$ cat src/rtl/my_serial_subtractor.sv
// Bit-serial WIDTH-bit subtractor (D = A - B) built from one full-adder slice, LSB first.
// Define MY_SERIAL_SUB_ADD_MODE_EN to add a `sub` port that also selects addition.
module my_serial_subtractor #(
  parameter int WIDTH = 8
) (
  input  logic             clk,
  input  logic             reset_p,
  input  logic             start,
`ifdef MY_SERIAL_SUB_ADD_MODE_EN
  input  logic             sub,
`endif
  input  logic [WIDTH-1:0] A,
  input  logic [WIDTH-1:0] B,
  output logic             busy,
  output logic             done,
  output logic [WIDTH-1:0] D,
  output logic             Bo
);

  localparam int CNT_W = (WIDTH > 1) ? $clog2(WIDTH) : 1;

  typedef enum logic [1:0] {S_IDLE, S_RUN, S_DONE} state_t;

  state_t           state_reg, state_next;
  logic [WIDTH-1:0] a_sh_reg, a_sh_next;
  logic [WIDTH-1:0] b_sh_reg, b_sh_next;
  logic [WIDTH-1:0] d_reg, d_next;
  logic [WIDTH-1:0] a_shr, b_shr;
  logic [CNT_W-1:0] cnt_reg, cnt_next;
  logic             carry_reg, carry_next;
  logic             bo_reg, bo_next;
  logic             sub_reg, sub_next;
  logic             sub_mode;
  logic             sum_bit;
  logic             carry_out;

`ifdef MY_SERIAL_SUB_ADD_MODE_EN
  assign sub_mode = sub;
`else
  assign sub_mode = 1'b1;
`endif

  // Single full-adder slice working on the current LSBs.
  assign sum_bit   = a_sh_reg[0] ^ b_sh_reg[0] ^ carry_reg;
  assign carry_out = (a_sh_reg[0] & b_sh_reg[0]) |
                     (a_sh_reg[0] & carry_reg)   |
                     (b_sh_reg[0] & carry_reg);

  genvar gi;
  generate
    for (gi = 0; gi < WIDTH - 1; gi++) begin : g_shr
      assign a_shr[gi] = a_sh_reg[gi+1];
      assign b_shr[gi] = b_sh_reg[gi+1];
    end
  endgenerate
  assign a_shr[WIDTH-1] = 1'b0;
  assign b_shr[WIDTH-1] = 1'b0;

  always_comb begin
    state_next = state_reg;
    a_sh_next  = a_sh_reg;
    b_sh_next  = b_sh_reg;
    d_next     = d_reg;
    cnt_next   = cnt_reg;
    carry_next = carry_reg;
    bo_next    = bo_reg;
    sub_next   = sub_reg;
    case (state_reg)
      S_IDLE: begin
        if (start) begin
          a_sh_next  = A;
          b_sh_next  = sub_mode ? ~B : B;
          carry_next = sub_mode;
          sub_next   = sub_mode;
          cnt_next   = '0;
          state_next = S_RUN;
        end
      end
      S_RUN: begin
        d_next     = {sum_bit, d_reg[WIDTH-1:1]};
        a_sh_next  = a_shr;
        b_sh_next  = b_shr;
        carry_next = carry_out;
        cnt_next   = cnt_reg + CNT_W'(1);
        if (cnt_reg == CNT_W'(WIDTH - 1)) begin
          // Subtract reports borrow as the inverted final carry; add reports it raw.
          bo_next    = sub_reg ? ~carry_out : carry_out;
          state_next = S_DONE;
        end
      end
      S_DONE: begin
        state_next = S_IDLE;
      end
      default: begin
        state_next = S_IDLE;
      end
    endcase
  end

  always_ff @(posedge clk or posedge reset_p) begin
    if (reset_p) begin
      state_reg <= S_IDLE;
    end else begin
      state_reg <= state_next;
    end
  end

  always_ff @(posedge clk or posedge reset_p) begin
    if (reset_p) begin
      a_sh_reg  <= '0;
      b_sh_reg  <= '0;
      d_reg     <= '0;
      cnt_reg   <= '0;
      carry_reg <= 1'b0;
      bo_reg    <= 1'b0;
      sub_reg   <= 1'b0;
    end else begin
      a_sh_reg  <= a_sh_next;
      b_sh_reg  <= b_sh_next;
      d_reg     <= d_next;
      cnt_reg   <= cnt_next;
      carry_reg <= carry_next;
      bo_reg    <= bo_next;
      sub_reg   <= sub_next;
    end
  end

  assign busy = (state_reg == S_RUN);
  assign done = (state_reg == S_DONE);
  assign D    = d_reg;
  assign Bo   = bo_reg;

endmodule

$ cat config.mk
export PLATFORM = sky130hd
export DESIGN_NAME = my_serial_subtractor
export DESIGN_NICKNAME = d
export VERILOG_FILES = /design/src/rtl/my_serial_subtractor.sv
export SDC_FILE = /design/constraint.sdc
export NUM_CORES = 1
export LEC_CHECK = 0
export ABC_AREA = 1
export BUFFER_PORTS_ARGS = -buffer_cell sky130_fd_sc_hd__clkbuf_2
export CAP_MARGIN = 20
export CORE_ASPECT_RATIO = 0.8
export CORE_UTILIZATION = 54
export DETAILED_ROUTE_END_ITERATION = 10
export PLACE_DENSITY = 0.8
export SLEW_MARGIN = 30
export SYNTH_ARGS = -nofsm -noshare
export SYNTH_HDL_FRONTEND = slang
export SYNTH_SLANG_ARGS = --single-unit
$ cat constraint.sdc
create_clock -name clk -period 1.25 [get_ports clk]
set_input_delay 0.0625 -clock clk [delete_from_list [all_inputs] [get_ports clk]]
set_output_delay 0.0625 -clock clk [all_outputs]
set_load 0.03 [all_outputs]
==> results_dict.tcl, run 1 <==
set metrics [dict create \
    area_growth_pct 34.0 \
    synth_top_family_by_area "simple AND/OR/NAND/NOR gates" \
    power_density_mw_per_mm2 2490 \
    cp-start-kind "flip-flop" \
    yosysSeqAreaShare 0.522 \
    yosys_most_used_dff "dfrtp_1" \
    nets 270 \
    synthXorXnorAreaFrac 0.00571 \
    drive_above_1_share 0.294 \
    clockBufferDepth 2 \
    num_antenna_cells 0 \
    critical_path.cell_chain "inv_4 -> buf_6 -> nor2_4 -> buf_8" \
    grtUsageMet3 0.0840 \
    grtUsageTotal 0.269 \
    syn-num-nets 214 \
    clkLatencyLatePin_ns 0.35 \
    syn_inst 192 \
    layout_setup_ws_ns -0.0570 \
    yosysTopAreaCellShare 0.522 \
    grt_pass1_wl_mm 5.85 \
    clk_pin_slew_ns 0.10 \
    final_util 0.802 \
    antenna_found_initial 0 \
    placed_cells 257 \
    worstPathRequired_ns 1.19 \
    period_needed_ns 1.31 \
    wirelength_mm 3.98 \
    synth-simple-area-share 0.327 \
    synth_compound_area_frac 0.0335 \
    routedWlPerCell_um 14.0 \
    synth_most_common_cell "nand2_1" \
    fillers 154 \
    max_stage_delay_ns 0.43 \
    synthArstFlopShare 1.00 \
    crit_type "reg2out" \
    grt_start_max_net_pins 33 \
    clock_skew_ns 0.0125 \
    drv_cap 0 \
    crit_path_end_kind "primary output" \
    hold-worst-slack_ns -0.000230 \
    gp_congestion 0.784 \
    die_area_mm2 0.00306 \
    firstDrtPassIters 4 \
    p_leak_nw 1.16 \
    synth_largest_area_cell "dfrtp_1" \
    htreeDepth 2 \
    met2_usage 0.396 \
    tightest_slew_ns 0.398 \
    synth.avg_cell_area_um2 7.98 \
    synth.area.top_cells "dfrtp_1 52%, nand2_1 25%, nand3_1 4.9%" \
    rows 16 \
    drt-initial-drc-count 135 \
    dp_hpwl_mm 2.06 \
    crit_slowest_cell "dfrtp_1" \
    cp.arrival_ns 1.24 \
    cts_tree "built" \
    die_w_um 61.6 \
    finalHoldViolCount 1 \
    slew_headroom 0.735 \
    synthTopCellsByCount "104 x nand2_1, 32 x dfrtp_1, 15 x nand3_1" \
    synth-seq-cells 32 \
    cts_sinks 32 \
    vias 1453 \
    grt_remaining_overflow 0 \
    yosysWarnings 0 \
    grt_pass1_vias 1292 \
    min_period_over_period 1.05 \
    start_util 0.598 \
    synth_edf_count 0 \
    path_max_fanout 4 \
    peakVddDrop_mv 1.63 \
    cts_made_buffers 5 \
    synth.area.mux_share 0 \
    cts_root_buf "clkbuf_4" \
    clock.fmax_mhz 765 \
    finalSetupViolCount 9 \
    synth_cell_type_count 18 \
    drc 0 \
    synth_adder_area_share 0.0294 \
    die_h_um 49.7 \
    slew_violations 0 \
    hold_path.class "in2reg" \
    core-area_mm2 0.00256 \
    synth_area_mm2 0.00153 \
    port_buffers 29 \
    outcome "complete, but fails checks" \
    violations "negative hold slack, negative setup slack" \
    viasPerCell 5.12 \
    final_antenna_net_count 0 \
    grt_use_met1 0.369 \
    fin_cells 284 \
    design.portCount 30 \
    rsz0062_at_grt "yes" \
    grt_busiest_layer "met2" \
]
cells in the final DEF (no fill, tap or decap), types with 2 or more instances in the layout:
cell type	n
buf_8	3
clkbuf_4	5
ha_1	2
dlygate4sd3_1	5
buf_6	6
nand3_1	15
inv_4	2
nor2_1	3
buf_4	13
inv_1	12
nand2_1	100
clkbuf_2	27
dfrtp_1	31
o21ai_2	2
nand2_2	4
o21ai_0	3
per-stage QoR:
stage | instance area (µm²) | total power [mW] | setup slack (ns) | TNS, ns
3_3_place_gp | 1720 | 3.79 | 0.0575 | 0
5_1_grt | 2050 | 5.47 | -0.0863 | -0.753
6_report | 2050 | 5.11 | -0.0570 | -0.148
2_1_floorplan | 1530 | 3.36 | 0.0772 | 0
3_5_place_dp | 1720 | 3.89 | 0.0179 | 0
4_1_cts | 1940 | 4.73 | -0.00629 | -0.00629
what timing repair did:
action,in CTS,in global routing
setup buffers,9,4
setup endpoints to repair,2,21
gates cloned,1,2
hold buffers,5,0
pin swaps,2,2
endpoints found under the hold margin,36,0
gates resized for setup,11,18
metal layers:
metal  routed length, µm  vias to the layer above  share of wire
li1                    -                      697              -
met1                1650                      666           0.42
met2                1890                       80           0.47
met3                 316                       10          0.079
met4                 125                        0          0.031
met5                   0                        -              0
path summary, 6_finish.rpt:
check                              from      endpoint  slack (ns)  cells after the start
min in group asynchronous       reset_p   a_sh_reg[1]        0.31                      4
max in group asynchronous       reset_p  state_reg[0]        0.63                      4
min                               start   a_sh_reg[7]     -0.0002                      3
max                        state_reg[1]          done       -0.06                      4
min reg2reg                 a_sh_reg[7]   a_sh_reg[7]        0.49                      2
max reg2reg                state_reg[1]    cnt_reg[2]       -0.03                      7
worst max-delay path, delay by kind of cell (launching register included):
family | cells | cell delay, ns
buf+inv | 3 | 0.35
simple gates | 1 | 0.12
flops | 1 | 0.43
cell families after synthesis:
kind of cell	Yosys count
AOI/OAI and AO/OA	8
xor gates and xnor gates	1
adders and majority gates	3
buffers and inverters	24
DFF	32
and+or+nand+nor	124
area by class of cell:
class                           instances  area (µm²)  area share
Sequential cell                        32         802       0.390
Clock inverter                          1        5.00     0.00244
Timing Repair Buffer                   56         440       0.214
Multi-Input combinational cell        137         644       0.314
Tap cell                               36        45.0      0.0219
Clock buffer                            6        41.3      0.0201
Inverter                               15        70.1      0.0341
Timing Repair inverter                  1        6.26     0.00305
where the power goes:
part	total (mW)	switching [mW]	internal (mW)
clock	0.570	0.363	0.207
combinational	2.76	1.63	1.13
sequential	1.78	0.305	1.48
Note: power is estimated with default switching activity, not from simulation.
==> run 2, diff against run 1 <==
- PLACE_DENSITY: 0.8 -> 0.82
==> results_dict.tcl, run 2 (synthesis gave the netlist of run 1 again) <==
set metrics [dict create \
    grtUsageTotal 0.280 \
    die_h_um 49.7 \
    cts_root_buf "clkbuf_4" \
    drt-initial-drc-count 109 \
    max_stage_delay_ns 0.47 \
    dpl_cell_area_mm2 0.00173 \
    violations "negative setup slack" \
    cts_made_buffers 5 \
    finalSetupViolCount 23 \
    rows 16 \
    critical_path.cell_chain "buf_6 -> o21ai_4 -> clkinv_4 -> nand2_2 -> nand2_1" \
    peakVddDrop_mv 1.92 \
    clock_skew_ns 0.0149 \
    hold-worst-slack_ns 0.0162 \
    min_period_over_period 1.10 \
    critPathBufInv 2 \
    placed_cells 256 \
    wirelength_mm 4.50 \
    cts_sinks 32 \
    slew_violations 0 \
    finish.instance_area_mm2 0.00212 \
    pre_cts_slack_ns 0.0249 \
    p_leak_nw 1.18 \
    grt_remaining_overflow 0 \
    drc 0 \
    layout_setup_ws_ns -0.131 \
    swShare 0.452 \
    power_mw 5.63 \
    critPathTopFamily "flip-flops" \
    routedWlPerCell_um 16.0 \
    power_density_mw_per_mm2 2660 \
    fin_cells 282 \
    final_antenna_net_count 0 \
    vias 1539 \
    design.portCount 30 \
    crit_path_end_kind "flip-flop" \
    hold_path.class "in2reg" \
    finalHoldViolCount 0 \
    wl_met1_mm 1.70 \
    route.met3.wl_um 417 \
    p_comb_frac 0.560 \
    port_buffers 29 \
    fillers 128 \
    start_util 0.598 \
    area_growth_pct 38.1 \
    intPower_mw 3.08 \
    grt_start_max_net_pins 33 \
    highest_layer "met4" \
    p_clk_frac 0.118 \
    htreeDepth 2 \
    final_common_cell "nand2_1" \
    clkLatencyLatePin_ns 0.35 \
    path_max_fanout 7 \
    antenna_found_initial 0 \
    rsz0062_at_grt "yes" \
    drv_cap 0 \
    layout_common_cells "85 x nand2_1, 31 x dfrtp_1, 27 x clkbuf_2, 16 x nand2_2" \
    clock.fmax_mhz 724 \
    grt_pass1_wl_mm 5.93 \
    num_antenna_cells 0 \
    outcome "complete, but fails checks" \
    crit_slowest_cell "dfrtp_2" \
    viasPerCell 5.46 \
    clockBufferDepth 2 \
    gp_congestion 0.789 \
    cp.arrival_ns 1.62 \
    worstPathRequired_ns 1.49 \
    slew_headroom 0.734 \
    period_needed_ns 1.38 \
    die_w_um 61.6 \
    drive_above_1_share 0.366 \
    core-area_mm2 0.00256 \
    tightest_slew_ns 0.399 \
    die_area_mm2 0.00306 \
    dp_hpwl_mm 2.24 \
    firstDrtPassIters 6 \
    cp-start-kind "flip-flop" \
    nets 268 \
    grt_pass1_vias 1313 \
    dr_wl_met2_mm 2.11 \
    cts_tree "built" \
    p_seq_frac 0.322 \
    p_sw_mw 2.55 \
    crit_type "reg2reg" \
    clk_pin_slew_ns 0.11 \
]
run 2: final timing paths:
check | end | slack, ns | from | cells past startpoint
worst max register to register | a_sh_reg[1] | -0.13 | state_reg[0] | 5
worst min-delay path | a_sh_reg[3] | 0.02 | A[3] | 5
worst max-delay path | a_sh_reg[1] | -0.13 | state_reg[0] | 5
min in group asynchronous | sub_reg | 0.31 | reset_p | 4
max in group asynchronous | state_reg[0] | 0.64 | reset_p | 4
worst min register to register | cnt_reg[1] | 0.49 | cnt_reg[1] | 2
run 2: metrics by stage:
stage,TNS (ns),util
finish,-1.39,0.826
global route,-2.06,0.826
CTS,-0.00283,0.750
detailed placement,0,0.674
global placement,0,0.674
floorplan,0,-
run 2: power by group through the flow:
stage	registers [mW]	logic (mW)	clock network, mW
floorplan	1.97	1.39	0
global placement	1.76	2.04	0
detailed placement	1.80	2.15	0
CTS	1.77	2.40	0.669
global route	1.85	3.34	0.729
finish	1.81	3.15	0.664
run 2: final cells by class:
class / instances / area, µm² / area share
Multi-Input combinational cell: 136 / 689 / 0.326
Tap cell: 36 / 45.0 / 0.0213
Clock buffer: 7 / 65.1 / 0.0307
Sequential cell: 32 / 802 / 0.379
Inverter: 15 / 71.3 / 0.0337
Timing Repair Buffer: 55 / 433 / 0.204
Timing Repair inverter: 1 / 11.3 / 0.00532
run 2: worst reg2reg max path, cell delays in order, from the launching register on:
cell and delay (ns):
dfrtp_2 0.47, buf_6 0.14, o21ai_4 0.29, clkinv_4 0.20, nand2_2 0.10, nand2_1 0.08
run 2: repair_timing:
item	CTS	global route
pin swaps	1	12
hold endpoints to repair	34	0
cloned	0	2
setup endpoints to repair	2	22
hold buffers	3	0
gates resized for setup	12	40
buffers inserted	8	6
run 2: metal layers:
metal | vias to the layer above | track usage
met4 | 0 | 0.126
li1 | 690 | -
met3 | 32 | 0.131
met2 | 106 | 0.416
met1 | 711 | 0.344
met5 | - | 0
==> run 3, diff against run 2 <==
- ABC_AREA: 1 -> not set
==> results_dict.tcl, run 3 <==
set metrics [dict create \
    viasPerCell 5.78 \
    violations "negative setup slack" \
    final_antenna_net_count 0 \
    port_buffers 29 \
    synth_largest_area_cell "dfrtp_1" \
    cts_sinks 32 \
    num_antenna_cells 0 \
    yosysTopAreaCellShare 0.512 \
    highest_layer "met4" \
    design.portCount 30 \
    path_max_fanout 2 \
    cp.arrival_ns 1.60 \
    min_period_over_period 1.11 \
    synth_edf_count 0 \
    grt_pass1_vias 1226 \
    clk_pin_slew_ns 0.09 \
    synth_top_family_by_area "simple AND/OR/NAND/NOR gates" \
    cts_made_buffers 5 \
    drc 0 \
    synth_most_common_cell "dfrtp_1" \
    ff2ff_path_depth 4 \
    rrSetupSlack_ns -0.13 \
    htreeDepth 2 \
    firstDrtPassIters 4 \
    rows 17 \
    grt_pass1_wl_mm 5.39 \
    synth_area_mm2 0.00157 \
    clockBufferDepth 2 \
    synth.area.mux_share 0.0855 \
    slew_headroom 0.723 \
    wirelength_mm 4.13 \
    die_h_um 50.2 \
    synthArstFlopShare 1.00 \
    drt-initial-drc-count 40 \
    routedWlPerCell_um 18.7 \
    route.met3.wl_um 130 \
    hold_path.class "in2reg" \
    syn_inst 128 \
    min_path_cells 3 \
    peakVddDrop_mv 1.39 \
    final_util 0.857 \
    start_util 0.566 \
    period_needed_ns 1.38 \
    synth-seq-cells 32 \
    gp_congestion 0.764 \
    synthXorXnorAreaFrac 0.00560 \
    drv_cap 0 \
    dr_wl_met2_mm 2.24 \
    finalHoldViolCount 0 \
    grtUsageTotal 0.231 \
    cts_root_buf "clkbuf_4" \
    cts_tree "built" \
    min_to "a_sh_reg[4]" \
    area_growth_pct 51.4 \
    synth.area.top_cells "dfrtp_1 51%, a211oi_1 6.2%, nor3b_1 6.2%" \
    wl_met1_mm 1.68 \
    fin_setup_tns_ns -0.861 \
    synth_adder_area_share 0.0288 \
    yosys_most_used_dff "dfrtp_1" \
    layout_setup_ws_ns -0.132 \
    die_w_um 62.2 \
    yosysSeqAreaShare 0.512 \
    crit_path_end_kind "flip-flop" \
    crit-reg2reg-launch "cnt_reg[1]" \
    slew_violations 0 \
    clkLatencyLatePin_ns 0.33 \
    p_leak_nw 1.05 \
    grt_remaining_overflow 0 \
    drive_above_1_share 0.601 \
    fillers 137 \
    crit_type "reg2reg" \
    core-area_mm2 0.00277 \
    layout_common_cells "31 x dfrtp_1, 27 x clkbuf_2, 18 x inv_1, 11 x a211oi_2" \
    clock.fmax_mhz 723 \
    outcome "complete, but fails checks" \
    synthTopCellsByCount "32 x dfrtp_1, 18 x inv_1, 13 x a211oi_1, 13 x nor3b_1, 7 x nor4b_1" \
    worstReg2RegEnd "Bo" \
    antenna_found_initial 0 \
    tightest_slew_ns 0.416 \
    finalSetupViolCount 22 \
    hold-worst-slack_ns 0.0571 \
    synth-simple-area-share 0.167 \
    synth_cell_type_count 30 \
    power_density_mw_per_mm2 2420 \
    grt_start_max_net_pins 25 \
    clock_skew_ns 0.00530 \
    synth_compound_area_frac 0.122 \
    hold_path_startpoint "A[4]" \
    vias 1277 \
    dp_hpwl_mm 2.17 \
    cp-start-kind "flip-flop" \
    power_mw 5.73 \
    yosysWarnings 0 \
    syn-num-nets 150 \
    worstPathRequired_ns 1.47 \
    final_common_cell "dfrtp_1" \
    nets 204 \
    rsz0062_at_grt "yes" \
    die_area_mm2 0.00312 \
    synth.avg_cell_area_um2 12.2 \
]
==> run 3: final cells by class <==
| type | count | area (µm²) | area share |
|---|---|---|---|
| clock buffer | 8 | 58.8 | 0.0248 |
| inverter | 19 | 73.8 | 0.0312 |
| multi-input combinational | 68 | 923 | 0.390 |
| sequential | 32 | 802 | 0.338 |
| tap | 38 | 47.5 | 0.0201 |
| timing repair buffer | 56 | 464 | 0.196 |
==> run 3: routing by layer <==
layer / vias to the layer above / track usage
li1: 576 / -
met1: 654 / 0.280
met2: 37 / 0.407
met3: 10 / 0.0545
met4: 0 / 0.0814
met5: - / 0
==> run 3: kinds of logic (layout without fill, tap and decap cells) <==
kind of cell	Yosys count	in the layout
AO/OA/AOI/OAI	23	23
XOR/XNOR	1	1
adder cells (fa/ha/maj)	3	3
buffers and inverters	28	83
flip-flops	32	32
multiplexers	10	10
AND/OR/NAND/NOR	31	31
==> run 3: worst max path at each step <==
| stage | from | to | slack, ns | cells after the start |
|---|---|---|---|---|
| 2_1_floorplan | a_sh_reg[0] | Bo | -0.03 | 3 |
| 3_3_place_gp | a_sh_reg[0] | Bo | -0.04 | 3 |
| 3_5_place_dp | a_sh_reg[0] | Bo | -0.09 | 3 |
| 4_1_cts | a_sh_reg[0] | Bo | -0.09 | 3 |
| 5_1_grt | cnt_reg[1] | Bo | -0.17 | 4 |
| 6_report | cnt_reg[1] | Bo | -0.13 | 4 |
==> run 3: power breakdown <==
part | switching [mW] | total (mW) | leakage (nW) | internal (mW)
Sequential | 0.347 | 1.86 | 0.375 | 1.51
Clock | 0.329 | 0.607 | 0.0326 | 0.277
Combinational | 1.60 | 3.26 | 0.643 | 1.66
==> run 3: per-stage QoR <==
stage,instance area (µm²),setup WS (ns),std cells
finish,2370,-0.132,221
global route,2370,-0.169,221
CTS,2050,-0.0934,217
detailed placement,1840,-0.0873,201
global placement,1840,-0.0422,201
floorplan,1580,-0.0309,128
==> run 3: timing repair <==
| action | CTS | global route |
|---|---|---|
| hold endpoints to repair | 34 | 0 |
| setup endpoints to repair | 13 | 29 |
| resized for setup | 21 | 48 |
| buffers inserted | 5 | 3 |
| pin swaps | 9 | 15 |
| gates cloned | 0 | 2 |
| hold buffers | 3 | 0 |
==> run 3: worst max-delay path: stages (launching register included) <==
cell and delay [ns]:
dfrtp_1 0.41, ha_2 0.20, ha_2 0.17, and3b_1 0.20, mux2_4 0.30
